`src/rtl/flags_pkg.sv`:
```
// Shared constants for the status-flag register: flag bit positions, W_RF
// write-mode encodings with their masks, and branch condition codes.
package flags_pkg;

  localparam int FLAG_Z     = 0;
  localparam int FLAG_C     = 1;
  localparam int FLAG_S     = 2;
  localparam int FLAG_O     = 3;
  localparam int ARCH_FLAGS = 4;

  localparam logic [2:0] WRF_NONE = 3'd0;
  localparam logic [2:0] WRF_Z    = 3'd1;
  localparam logic [2:0] WRF_SZ   = 3'd2;
  localparam logic [2:0] WRF_SCZ  = 3'd3;
  localparam logic [2:0] WRF_OSCZ = 3'd4;
  localparam logic [2:0] WRF_ALL  = 3'd5;

  localparam logic [3:0] COND_AL = 4'd0;
  localparam logic [3:0] COND_Z  = 4'd1;
  localparam logic [3:0] COND_NZ = 4'd2;
  localparam logic [3:0] COND_C  = 4'd3;
  localparam logic [3:0] COND_NC = 4'd4;
  localparam logic [3:0] COND_S  = 4'd5;
  localparam logic [3:0] COND_NS = 4'd6;
  localparam logic [3:0] COND_O  = 4'd7;
  localparam logic [3:0] COND_NO = 4'd8;
  localparam logic [3:0] COND_GE = 4'd9;
  localparam logic [3:0] COND_LT = 4'd10;
  localparam logic [3:0] COND_GT = 4'd11;
  localparam logic [3:0] COND_LE = 4'd12;

  // Mask over the four architectural flags; user flags are only reached
  // through WRF_ALL, see mode_all().
  function automatic logic [3:0] mode_to_mask(input logic [2:0] mode);
    logic [3:0] m;
    m = 4'b0000;
    case (mode)
      WRF_Z:            m[FLAG_Z] = 1'b1;
      WRF_SZ:           begin m[FLAG_Z] = 1'b1; m[FLAG_S] = 1'b1; end
      WRF_SCZ:          begin m[FLAG_Z] = 1'b1; m[FLAG_C] = 1'b1; m[FLAG_S] = 1'b1; end
      WRF_OSCZ, WRF_ALL: m = 4'b1111;
      default:          m = 4'b0000;
    endcase
    return m;
  endfunction

  function automatic logic mode_all(input logic [2:0] mode);
    return mode == WRF_ALL;
  endfunction

  function automatic logic eval_cond(input logic [3:0] cond, input logic [3:0] f);
    logic z, c, s, o, r;
    z = f[FLAG_Z];
    c = f[FLAG_C];
    s = f[FLAG_S];
    o = f[FLAG_O];
    case (cond)
      COND_AL: r = 1'b1;
      COND_Z:  r = z;
      COND_NZ: r = !z;
      COND_C:  r = c;
      COND_NC: r = !c;
      COND_S:  r = s;
      COND_NS: r = !s;
      COND_O:  r = o;
      COND_NO: r = !o;
      COND_GE: r = (s == o);
      COND_LT: r = (s != o);
      COND_GT: r = !z && (s == o);
      COND_LE: r = z || (s != o);
      default: r = 1'b0;
    endcase
    return r;
  endfunction

endpackage

```
`src/rtl/flags_lifo.sv`:
```
// Save/restore LIFO for flag words: DEPTH entries plus a registered count,
// empty and full. Callers only assert push when not full and pop when not empty.
module flags_lifo #(
  parameter int NFLAGS = 4,
  parameter int DEPTH  = 4,
  parameter int CW     = $clog2(DEPTH + 1)
) (
  input  logic              clk,
  input  logic              rst,
  input  logic              push,
  input  logic              pop,
  input  logic              xchg,
  input  logic [NFLAGS-1:0] wr_data,
  output logic [NFLAGS-1:0] rd_data,
  output logic [CW-1:0]     count,
  output logic              empty,
  output logic              full
);

  localparam int AW = (DEPTH > 1) ? $clog2(DEPTH) : 1;

  logic [NFLAGS-1:0] mem [DEPTH];
  logic [AW-1:0]     top_idx;
  logic [AW-1:0]     wr_idx;
  logic [CW-1:0]     count_nxt;

  assign top_idx = (count == '0) ? '0 : AW'(count - CW'(1));
  assign wr_idx  = AW'(count);
  assign rd_data = mem[top_idx];

  always_comb begin
    count_nxt = count;
    if (push && !full)
      count_nxt = count + CW'(1);
    else if (pop && !empty)
      count_nxt = count - CW'(1);
  end

  // Entry contents are deliberately left out of reset; only the count matters.
  always_ff @(posedge clk) begin
    if (!rst) begin
      if (push && !full)
        mem[wr_idx] <= wr_data;
      else if (xchg && !empty)
        mem[top_idx] <= wr_data;
    end
  end

  always_ff @(posedge clk) begin
    if (rst) begin
      count <= '0;
      empty <= 1'b1;
      full  <= 1'b0;
    end else begin
      count <= count_nxt;
      empty <= (count_nxt == '0);
      full  <= (count_nxt == CW'(DEPTH));
    end
  end

endmodule

```
`src/rtl/register_flags_stack.sv`:
```
// Registered status-flag register with W_RF write masking, save/restore LIFO
// and sticky stack error. Defining FLAGS_COND_EN adds the cond/cond_true decode.
module register_flags_stack
  import flags_pkg::*;
#(
  parameter int NFLAGS = 4,
  parameter int DEPTH  = 4,
  parameter int CW     = $clog2(DEPTH + 1)
) (
  input  logic              clk,
  input  logic              rst,
  input  logic [NFLAGS-1:0] in_flags,
  input  logic [2:0]        W_RF,
  input  logic              push,
  input  logic              pop,
  input  logic              err_clr,
  output logic [NFLAGS-1:0] out_flags,
  output logic [CW-1:0]     stk_count,
  output logic              stk_empty,
  output logic              stk_full,
  output logic              stk_err
`ifdef FLAGS_COND_EN
  ,
  input  logic [3:0]        cond,
  output logic              cond_true
`endif
);

  if (NFLAGS < ARCH_FLAGS) begin : g_bad_nflags
    $error("NFLAGS must be at least 4");
  end
  if (DEPTH < 1) begin : g_bad_depth
    $error("DEPTH must be at least 1");
  end

  logic [NFLAGS-1:0] mask;
  logic [NFLAGS-1:0] wr_flags;
  logic [NFLAGS-1:0] top_flags;
  logic [NFLAGS-1:0] flags_nxt;
  logic              lifo_push;
  logic              lifo_pop;
  logic              lifo_xchg;
  logic              overflow;
  logic              underflow;

  assign mask     = mode_all(W_RF) ? '1 : NFLAGS'(mode_to_mask(W_RF));
  assign wr_flags = (out_flags & ~mask) | (in_flags & mask);

  // push+pop on an empty stack degrades to a plain push; on a non-empty
  // stack it swaps top and flags, so it can never overflow.
  assign lifo_xchg = push && pop && !stk_empty;
  assign lifo_push = push && (!pop || stk_empty) && !stk_full;
  assign lifo_pop  = pop && !push && !stk_empty;
  assign overflow  = push && !pop && stk_full;
  assign underflow = pop && !push && stk_empty;

  always_comb begin
    flags_nxt = wr_flags;
    if (lifo_pop || lifo_xchg)
      flags_nxt = top_flags;
  end

  flags_lifo #(
    .NFLAGS (NFLAGS),
    .DEPTH  (DEPTH),
    .CW     (CW)
  ) u_lifo (
    .clk     (clk),
    .rst     (rst),
    .push    (lifo_push),
    .pop     (lifo_pop),
    .xchg    (lifo_xchg),
    .wr_data (out_flags),
    .rd_data (top_flags),
    .count   (stk_count),
    .empty   (stk_empty),
    .full    (stk_full)
  );

  always_ff @(posedge clk) begin
    if (rst) begin
      out_flags <= '0;
      stk_err   <= 1'b0;
    end else begin
      out_flags <= flags_nxt;
      if (overflow || underflow)
        stk_err <= 1'b1;
      else if (err_clr)
        stk_err <= 1'b0;
    end
  end

`ifdef FLAGS_COND_EN
  assign cond_true = eval_cond(cond, out_flags[ARCH_FLAGS-1:0]);
`endif

endmodule

```
`config.mk`:
```
export PLATFORM = sky130hd
export DESIGN_NAME = register_flags_stack
export DESIGN_NICKNAME = d
export VERILOG_FILES = /design/src/rtl/flags_pkg.sv /design/src/rtl/flags_lifo.sv /design/src/rtl/register_flags_stack.sv
export SDC_FILE = /design/constraint.sdc
export NUM_CORES = 1
export LEC_CHECK = 0
export BUFFER_PORTS_ARGS = -buffer_cell sky130_fd_sc_hd__buf_4
export CAP_MARGIN = 25
export CELL_PAD_IN_SITES_DETAIL_PLACEMENT = 1
export CELL_PAD_IN_SITES_GLOBAL_PLACEMENT = 1
export CORE_MARGIN = 10
export CORE_UTILIZATION = 46
export DETAILED_ROUTE_END_ITERATION = 10
export GPL_TIMING_DRIVEN = 0
export PLACE_DENSITY_LB_ADDON = 0.25
export SLEW_MARGIN = 20
export SYNTH_ARGS = -nofsm -noshare
export SYNTH_HDL_FRONTEND = slang
export SYNTH_SLANG_ARGS = --single-unit
export TNS_END_PERCENT = 50
```
`constraint.sdc`:
```
create_clock -name clk -period 3.18 [get_ports clk]
set_clock_uncertainty 0.1 [all_clocks]
set_input_delay 0.159 -clock clk [delete_from_list [all_inputs] [get_ports clk]]
set_output_delay 0.159 -clock clk [all_outputs]
set_load 0.02 [all_outputs]
```
==> impl_metrics.toml <==
[setup_path]
reg2reg_to = "u_lifo.mem[1][0]"
critPathCaptureType = "flip-flop"
r2r_setup_slack_ns = 0.60
startpoint_type = "flip-flop"
cpMaxStageDelayCell = "nor2_1"
crit_path_frequent_cell = "ha_1"
worst-setup-path-type = "flip-flop to flip-flop"
cp_slowest_stage_delay_ns = 0.44
path_cells = "buf_2, inv_1, ha_1, ha_1, nor3_1, o21ai_1, nor2_1"
critPathRequiredTime_ns = 3.06
rr_startpoint = "u_lifo.count[0]"
crit_fanout = 8
reg2regPathDepth = 7
crit_arrival_ns = 2.47

[yosys]
synth_area_per_cell_um2 = 11.1
seq_area_frac_synth_pct = 53.1
synth_compound_area_share_pct = 15.0
syn_area_um2 = 1280
syn-num-nets = 130
synthAdderAreaFrac_pct = 2.93
yosys.area_share.simple_pct = 15.9
synth_ff_type = "edfxtp_1"
synth-warning-count = 0
ys_types = 42
syn_inst = 115
synthXorXnorAreaFrac_pct = 1.37
synth-edff-count = 16
synthMuxAreaShare_pct = 9.08
synth_top_family_by_area = "simple AND/OR/NAND/NOR gates"
async_flop_share_pct = 0
ys_ff_latch = 26

[status]
status = "finished clean"

[grt]
grt_pass1_wl_um = 5200
grt_pass1_vias = 1047
grt_max_degree = 15
grt_overflow = 0
track_usage_pct = 12.5
antenna_found_initial = 0

[power]
peakVddDrop_uv = 328
power.switching_fraction_pct = 34.1
p_clk_share_pct = 16.8
power_switching_mw = 0.296
total_leakage_power_nw = 0.594
p_int_mw = 0.573
p_comb_share_pct = 34.7
seqPwrFrac_pct = 48.5
power_density_nw_per_um2 = 578

[final_layout]
final_cells = 171
finalNetCount = 156
final_util_pct = 55.5
nFillCells = 318
final_area_um2 = 1500
regArea_um2 = 681
multiInputGateArea_um2 = 568
layout_commonest_cell = "buf_4"
layout-drive-gt1-share_pct = 23.6
diodes = 0
areaGrowthSynthToFinish_pct = 17.4
final_cell_mix = "buf_4 (21), nor2_1 (16), edfxtp_1 (16)"

[sta]
fin_setup_tns_ns = 0
finalCritPeriodShare_pct = 81.3
final-hold-violation-count = 0
rsz0062_at_grt = "no"
slew_headroom_pct = 64.6
fin_crit_ns = 2.58
report.final.slew_viol_count = 0
timing.fmax_ghz = 0.387
tightest_slew_ns = 0.530
setup_slack_ns = 0.596
setup_viol = 0

[placed_design]
placed_cell_area_um2 = 1480
portBuffers = 21
gp_congestion = 0.861
dp_slack_ns = 0.697
hpwl_um = 2410
place_inst = 167

[routing]
drcViolationCount = 0
ant_nets = 0
wl_per_cell_um = 18.5
via_per_inst = 5.68
vias = 972
drt_wl_total_um = 3170
first_iter_violations = 53
dr.pass1.iters = 4

[clock_tree]
path_clk_slew_ns = 0.14
clock_path_buffers = 2
clk_latency_ns = 0.33
cts_setup_buffers = 0
ctsHoldBuffers = 0
clk_root_buffer_cell = "clkbuf_4"
cts_buffers = 3
cts.sinks = 26
cts_resized = 0
htreeDepth = 1
cts_tree = "built"

[floorplanning]
die-area_um2 = 5300
core_um2 = 2710
start_util_pct = 47.3
die_h_um = 72.8
io_pins = 22
die_w_um = 72.8
placementRows = 19

[worst_hold_path]
hold_class = "input pin to flip-flop"
holdCritStartpoint = "in_flags[1]"
holdPathStages = 3

[run]
maxCapViolCount = 0
worst max path at each step:
stage / from / to / slack, ns / cells past startpoint
finish: u_lifo.count[0] / u_lifo.mem[1][0] / 0.60 / 7
global route: u_lifo.count[0] / u_lifo.mem[1][0] / 0.53 / 7
CTS: u_lifo.count[0] / u_lifo.mem[1][0] / 0.60 / 7
detailed placement: u_lifo.count[0] / u_lifo.mem[1][3] / 0.70 / 7
global placement: u_lifo.count[0] / u_lifo.mem[1][3] / 0.80 / 7
floorplan: u_lifo.count[0] / flip-flop / 0.84 / 8
critical path: cells and delay by family (launching register included):
kind	cells	cell delay (ns)
DFF	1	0.40
buffers and inverters	2	0.40
adders and majority gates	2	0.52
and+or+nand+nor	2	0.70
AOI/OAI and AO/OA	1	0.13
metrics by stage:
| step | total power [mW] | hold slack, ns |
|---|---|---|
| floorplan | 0.635 | 0.222 |
| global placement | 0.719 | 0.348 |
| detailed placement | 0.733 | 0.360 |
| CTS | 0.878 | 0.00685 |
| global route | 0.920 | 0.0188 |
| finish | 0.870 | 0.00940 |
Yosys cell counts (2+ instances only):
master / instances / share of area, %
inv_1: 5 / 1.5
ha_1: 3 / 2.9
mux2_2: 2 / 1.8
edfxtp_1: 16 / 37
buf_2: 2 / 0.78
nand2_1: 6 / 1.8
nand2b_1: 2 / 0.98
o21ai_0: 3 / 1.2
nor2b_1: 2 / 0.98
nor2_1: 16 / 4.7
dfxtp_1: 10 / 16
mux2i_1: 6 / 4.7
a211oi_1: 3 / 1.8
nor3_1: 4 / 1.6
o21ai_1: 2 / 0.78
a21oi_1: 7 / 2.7
cell families after synthesis:
kind of cell,count (synthesis)
AND/OR/NAND/NOR,38
AO/OA/AOI/OAI,28
flip-flops,26
multiplexers,10
buffers and inverters,8
adder cells (fa/ha/maj),3
XOR/XNOR,2
per-layer routing:
layer | share of wire [%] | vias to the layer above | global-route usage [%]
li1 | - | 476 | -
met1 | 42 | 478 | 13.4
met2 | 53 | 14 | 23.0
met3 | 3.7 | 4 | 2.99
met4 | 1.0 | 0 | 4.64
met5 | 0 | - | 0
final cells by class:
cell class / instances / area share (%)
clock buffers: 3 / 1.50
inverters: 5 / 1.25
flip-flops and latches: 26 / 45.3
clock inverters: 1 / 0.250
plain buffers: 3 / 0.915
repair buffers: 21 / 10.5
well taps: 31 / 2.58
multi-input cells: 81 / 37.8
power by group through the flow:
stage / Sequential, mW / Clock [mW] / Combinational [mW]
global route: 0.426 / 0.163 / 0.330
CTS: 0.422 / 0.150 / 0.306
finish: 0.422 / 0.146 / 0.302
floorplan: 0.445 / 0 / 0.191
global placement: 0.426 / 0 / 0.293
detailed placement: 0.429 / 0 / 0.304
Power figures use the tool's default switching activity.
